===== config.mk =====
export PLATFORM = sky130hd
export DESIGN_NAME = xor_decrypt_rx
export DESIGN_NICKNAME = d
export VERILOG_FILES = /design/src/rtl/xor_rx_pkg.sv /design/src/rtl/rx_key_loader.sv /design/src/rtl/xor_decrypt_rx.sv
export SDC_FILE = /design/constraint.sdc
export NUM_CORES = 1
export LEC_CHECK = 0
export BUFFER_PORTS_ARGS = -buffer_cell sky130_fd_sc_hd__buf_2
export CELL_PAD_IN_SITES_DETAIL_PLACEMENT = 0
export CELL_PAD_IN_SITES_GLOBAL_PLACEMENT = 1
export CORE_MARGIN = 2
export CORE_UTILIZATION = 32
export CTS_CLUSTER_SIZE = 30
export DETAILED_ROUTE_END_ITERATION = 8
export PLACE_DENSITY_LB_ADDON = 0.2
export SYNTH_ARGS = -nofsm -noshare
export SYNTH_HDL_FRONTEND = slang
export SYNTH_SLANG_ARGS = --single-unit

===== constraint.sdc =====
create_clock -name clk -period 4.2 [get_ports clk]
set_clock_uncertainty 0.05 [all_clocks]
set_input_delay 0.21 -clock clk [delete_from_list [all_inputs] [get_ports clk]]
set_output_delay 0.21 -clock clk [all_outputs]
set_load 0.05 [all_outputs]

===== src/rtl/xor_rx_pkg.sv =====
// Shared sizes, FSM state encoding and error codes for the XOR decrypt receiver.
package xor_rx_pkg;

    localparam int MSG_SIZE_DEF = 64;
    localparam int KEY_SIZE_DEF = 8;

    typedef enum logic [1:0] {
        IDLE     = 2'd0,
        RECV     = 2'd1,
        DONE     = 2'd2,
        WAIT_LOW = 2'd3
    } rx_state_t;

    localparam logic [1:0] ERR_SHORT = 2'b01;
    localparam logic [1:0] ERR_LONG  = 2'b10;
    localparam logic [1:0] ERR_NOKEY = 2'b11;

endpackage


===== src/rtl/rx_key_loader.sv =====
// Serial key loader: MSB-first shift register with a saturating bit count and
// a ready flag that is only granted when a complete key has been shifted in.
module rx_key_loader
    import xor_rx_pkg::*;
#(
    parameter int KEY_SIZE = KEY_SIZE_DEF
) (
    input  logic                clk,
    input  logic                rst_n,
    input  logic                ena,
    input  logic                key_in,
    input  logic                key_flag,
    output logic [KEY_SIZE-1:0] key,
    output logic                key_ready
);

    localparam int CW = $clog2(KEY_SIZE) + 1;
    localparam logic [CW-1:0] KEY_FULL = CW'(KEY_SIZE);

    logic [CW-1:0] key_cnt;
    logic          flag_q;

    // A flag rise restarts the load and already captures its first bit, so the
    // previous key is never reported ready while it is being overwritten.
    always_ff @(posedge clk or negedge rst_n) begin
        if (!rst_n) begin
            key       <= '0;
            key_cnt   <= '0;
            key_ready <= 1'b0;
            flag_q    <= 1'b0;
        end else if (ena) begin
            flag_q <= key_flag;
            if (key_flag && !flag_q) begin
                key       <= {key[KEY_SIZE-2:0], key_in};
                key_cnt   <= CW'(1);
                key_ready <= 1'b0;
            end else if (key_flag && (key_cnt < KEY_FULL)) begin
                key     <= {key[KEY_SIZE-2:0], key_in};
                key_cnt <= key_cnt + CW'(1);
            end else if (!key_flag && flag_q && (key_cnt == KEY_FULL)) begin
                key_ready <= 1'b1;
            end
        end
    end

endmodule


===== src/rtl/xor_decrypt_rx.sv =====
// Receive side of the serial XOR cipher: deserializes a ciphertext frame and
// XORs it with the repeating serially-loaded key into a parallel plaintext word.
module xor_decrypt_rx
    import xor_rx_pkg::*;
#(
    parameter int MSG_SIZE = MSG_SIZE_DEF,
    parameter int KEY_SIZE = KEY_SIZE_DEF
) (
    input  logic                     clk,
    input  logic                     rst_n,
    input  logic                     ena,
    input  logic                     iKey_in,
    input  logic                     iKey_flag,
    input  logic                     iData_in,
    input  logic                     iData_flag,
    output logic [MSG_SIZE-1:0]      oPlaintext,
    output logic                     oValid,
    output logic                     oBusy,
    output logic                     oKey_ready,
    output logic [$clog2(MSG_SIZE):0] oBit_counter,
    output logic                     oError,
    output logic [1:0]               oError_code
);

    localparam int CNT_W = $clog2(MSG_SIZE) + 1;
    localparam logic [CNT_W-1:0] CNT_FULL = CNT_W'(MSG_SIZE);

    rx_state_t             state, state_next;
    logic [MSG_SIZE-1:0]   shreg;
    logic [KEY_SIZE-1:0]   key;
    logic [MSG_SIZE-1:0]   key_rep;
    logic [CNT_W-1:0]      cnt_next;
    logic                  shift_en;
    logic                  load_pt;
    logic                  valid_next;
    logic                  err_next;
    logic [1:0]            code_next;
    logic                  long_seen, long_seen_next;

    rx_key_loader #(.KEY_SIZE(KEY_SIZE)) u_key_loader (
        .clk       (clk),
        .rst_n     (rst_n),
        .ena       (ena),
        .key_in    (iKey_in),
        .key_flag  (iKey_flag),
        .key       (key),
        .key_ready (oKey_ready)
    );

    assign key_rep = {(MSG_SIZE / KEY_SIZE){key}};
    assign oBusy   = (state == RECV);

    always_ff @(posedge clk or negedge rst_n) begin
        if (!rst_n) begin
            state <= IDLE;
        end else if (ena) begin
            state <= state_next;
        end
    end

    // The long-frame error may be raised already in DONE when bit MSG_SIZE+1
    // arrives there; long_seen keeps WAIT_LOW from reporting it a second time.
    always_comb begin
        state_next     = state;
        cnt_next       = oBit_counter;
        shift_en       = 1'b0;
        load_pt        = 1'b0;
        valid_next     = 1'b0;
        err_next       = 1'b0;
        code_next      = oError_code;
        long_seen_next = long_seen;
        case (state)
            IDLE: begin
                long_seen_next = 1'b0;
                if (iData_flag) begin
                    shift_en   = 1'b1;
                    cnt_next   = CNT_W'(1);
                    state_next = RECV;
                end
            end
            RECV: begin
                if (iData_flag) begin
                    shift_en = 1'b1;
                    cnt_next = oBit_counter + CNT_W'(1);
                    if ((oBit_counter + CNT_W'(1)) == CNT_FULL) begin
                        state_next = DONE;
                    end
                end else begin
                    state_next = IDLE;
                    cnt_next   = '0;
                    err_next   = 1'b1;
                    code_next  = ERR_SHORT;
                end
            end
            DONE: begin
                state_next = WAIT_LOW;
                if (oKey_ready) begin
                    load_pt    = 1'b1;
                    valid_next = 1'b1;
                    if (iData_flag) begin
                        err_next       = 1'b1;
                        code_next      = ERR_LONG;
                        long_seen_next = 1'b1;
                    end
                end else begin
                    err_next  = 1'b1;
                    code_next = ERR_NOKEY;
                end
            end
            WAIT_LOW: begin
                if (iData_flag) begin
                    if (!long_seen) begin
                        err_next       = 1'b1;
                        code_next      = ERR_LONG;
                        long_seen_next = 1'b1;
                    end
                end else begin
                    state_next = IDLE;
                    cnt_next   = '0;
                end
            end
            default: state_next = IDLE;
        endcase
    end

    // Pulses always clear after one cycle, even while ena freezes everything else.
    always_ff @(posedge clk or negedge rst_n) begin
        if (!rst_n) begin
            shreg        <= '0;
            oPlaintext   <= '0;
            oBit_counter <= '0;
            oValid       <= 1'b0;
            oError       <= 1'b0;
            oError_code  <= 2'b00;
            long_seen    <= 1'b0;
        end else begin
            oValid <= 1'b0;
            oError <= 1'b0;
            if (ena) begin
                oBit_counter <= cnt_next;
                oValid       <= valid_next;
                oError       <= err_next;
                oError_code  <= code_next;
                long_seen    <= long_seen_next;
                if (shift_en) begin
                    shreg <= {shreg[MSG_SIZE-2:0], iData_in};
                end
                if (load_pt) begin
                    oPlaintext <= shreg ^ key_rep;
                end
            end
        end
    end

endmodule


==> reports/results.ini <==
[power_and_ir_drop]
power_frac_comb = 0.188
p_sw_frac = 0.311
irDropWorstVdd_v = 0.000260
leakage_nw = 3.78
switching_power_w = 0.00132
p_seq_frac = 0.451
pwr-share-clk = 0.361
internal-power_w = 0.00294
powerDensity_nw_per_um2 = 537

[setup_path]
crit_path_start = state[0]
slowest_delay_ns = 0.51
worstPathMaxFanout = 73
crit_chain = inv_1, ha_1, nand3_4, buf_4, nand2_1, o21ai_0
cp.arrival_ns = 2.57
slowest_stage = buf_4
required_ns = 4.42
timing.rr.start = state[0]
critPathCaptureType = flip-flop
cp-start-kind = flip-flop
reg2reg_depth = 6
worstSetupPathType = flip-flop to flip-flop

[synth]
syn_area_sq_um = 6640
syn_area_per_cell_sq_um = 12.0
synth_area_leaders = dfrtp_1 (59%), mux2_2 (13%), xnor2_1 (8.4%)
yosys_warnings = 0
postSynthCellCount = 553
syn_nets = 567
netlist_top_cells_count = dfrtp_1 (156), nand2_1 (76), o21ai_0 (75)
synth_top_area_frac = 0.588
synthAdderAreaFrac = 0.0132
muxShareOfSynthArea = 0.132
synthFlopType = dfrtp_1
ys_ff_latch = 156
synth_edf_count = 0
synth_compound_area_frac = 0.0878
synth.most_common_cell = dfrtp_1
ys_seq_area_frac = 0.588
synth_cell_types = 43
post_synth_and_or_nand_nor_area_fraction = 0.0684
synth_top_family_by_area = multiplexers
synth_top_area_cell = dfrtp_1
synth-xor-area-share = 0.0844
synthArstFlopShare = 1.00

[die]
die_h_um = 148
start_util = 0.327
die_x_um = 148
fp.coreArea_sq_um = 20300
row_count = 52
num_io_pins = 84
dieArea_sq_um = 21900

[place]
hpwlAfterDp_um = 9140
place.gp.congestion = 0.766
portBuffers = 83

[timing]
setup_violations = 0
max-slew-margin-rel = 0.347
hold_viol = 0
final_max_slew_viol_count = 0
finalSetupTns_ns = 0
tightest_slew_ns = 0.979
finalHoldWorstSlack_ns = 0.116
fmax_mhz = 426
period_share = 0.559
rsz0062_at_grt = no
post-route-min-period_ns = 2.35

[grt]
grt_pass1_vias = 4275
grt_max_degree = 107
grt.overflow.total = 0
grt_pass1_wl_um = 23000
grt_usage = 0.137
antenna_found_initial = 0

[hold_path]
min_path_cells = 2
hp-class = input pin to flip-flop
hp-start = iData_flag

[routing]
antenna_left = 0
drt-wirelength-per-cell_um = 15.6
drt-initial-drc-count = 180
drtPass1Iterations = 4
via_count = 4169
drc = 0
wirelength_um = 14200
drt-vias-per-instance = 4.57

[cts]
h-tree-depth = 4
cts.path.max_buffers = 2
clk_pin_slew_ns = 0.06
root_buffer = clkbuf_16
cts_setup_buffers = 0
clk_latency_ns = 0.42
cts.sinks = 156
cts_tree = done
cts_inserted_buffers = 17

[final_layout]
diodes = 0
syn_to_final_growth_pct = 19.5
utilization = 0.391
drive_above_1_share = 0.310
fin_nets = 643

[job]
cap_viol_max_count = 0

[status]
status = completed

-- sequential cells by signal, indices dropped and copies added (netlist names), named ones only --
| register | flops |
|---|---|
| long_seen | 1 |
| u_key_loader.flag_q | 1 |
| u_key_loader.key_cnt | 4 |
| shreg | 64 |
| oPlaintext | 64 |
| u_key_loader.key | 8 |
| oError | 1 |
| oError_code | 2 |
| oBit_counter | 7 |
| state | 1 |
| oValid | 1 |
| u_key_loader.key_ready | 1 |
-- placed cells by master (no fill, tap or decap), types with 2 or more instances in the layout --
cell type / instances
o31ai_1: 2
dlygate4sd3_1: 3
nor2b_1: 2
nand2_1: 76
clkinvlp_4: 4
buf_2: 82
dfrtp_1: 156
mux2_2: 74
clkinv_4: 3
nor4_1: 2
a21o_1: 2
nand3_1: 3
bufinv_16: 2
inv_1: 9
inv_6: 2
buf_4: 4
clkbuf_8: 2
mux2i_1: 2
a211oi_1: 2
xnor2_1: 64
o22a_1: 2
clkbuf_16: 17
ha_1: 7
o21ai_0: 75
nor2_1: 6
nand2b_1: 4
a21oi_1: 8
and2_1: 2
nor3_1: 3
-- cell families after synthesis --
group / Yosys count
compound gates: 101
mux: 77
fa+ha+maj: 7
xor+xnor: 64
simple gates: 106
buf+inv: 42
flops: 156
-- power by group through the flow --
stage	clock network (W)	registers, W	logic (W)
2_1_floorplan	0	0.00178	0.000696
3_3_place_gp	0	0.00195	0.000803
3_5_place_dp	0	0.00196	0.000818
4_1_cts	0.00158	0.00193	0.000823
5_1_grt	0.00166	0.00195	0.000887
6_report	0.00154	0.00192	0.000803
-- area by class of cell --
type / count / area [sq um]
multi-input cells: 355 / 2580
inverters: 9 / 33.8
flip-flops and latches: 156 / 3900
clock inverters: 12 / 139
well taps: 270 / 338
fillers: 1991 / 12400
clock buffers: 20 / 457
repair buffers: 90 / 482
-- metrics by stage --
step                      power [W]  worst slack [ns]  instance area, sq um  instances
after floorplan             0.00248              2.00                  6640        553
after global placement      0.00275              1.84                  7310        877
after detailed placement    0.00278              1.78                  7310        877
after CTS                   0.00434              1.78                  7940        912
after global routing        0.00449              1.56                  7940        912
final                       0.00426              1.85                  7940        912
-- worst max-delay path: cells and delay by family (launching register included) --
kind	cells	cell delay [ns]
buffers and inverters	2	0.62
AND/OR/NAND/NOR	2	0.63
adder cells (fa/ha/maj)	1	0.36
flip-flops	1	0.41
AO/OA/AOI/OAI	1	0.09
-- worst paths after layout --
check	end	slack, ns
max in group asynchronous	oPlaintext[21]	2.69
min reg2reg	oPlaintext[54]	0.42
max	oPlaintext[52]	1.85
max reg2reg	oPlaintext[52]	1.85
min	oError	0.12
min in group asynchronous	oBit_counter[2]	0.44
-- per-layer routing --
layer / track usage / routed length (um) / vias up
met3: 0.0337 / 497 / 17
met2: 0.218 / 6790 / 70
met5: 0 / 0 / -
met4: 0.0505 / 243 / 0
li1: - / - / 2034
met1: 0.182 / 6660 / 2048
-- timing repair --
| item | in CTS | in global routing |
|---|---|---|
| hold buffers | 3 | 0 |
| resized for setup | 0 | 0 |
| endpoints found under the hold margin | 106 | 0 |
No activity file was read; power rests on OpenSTA's default activity.
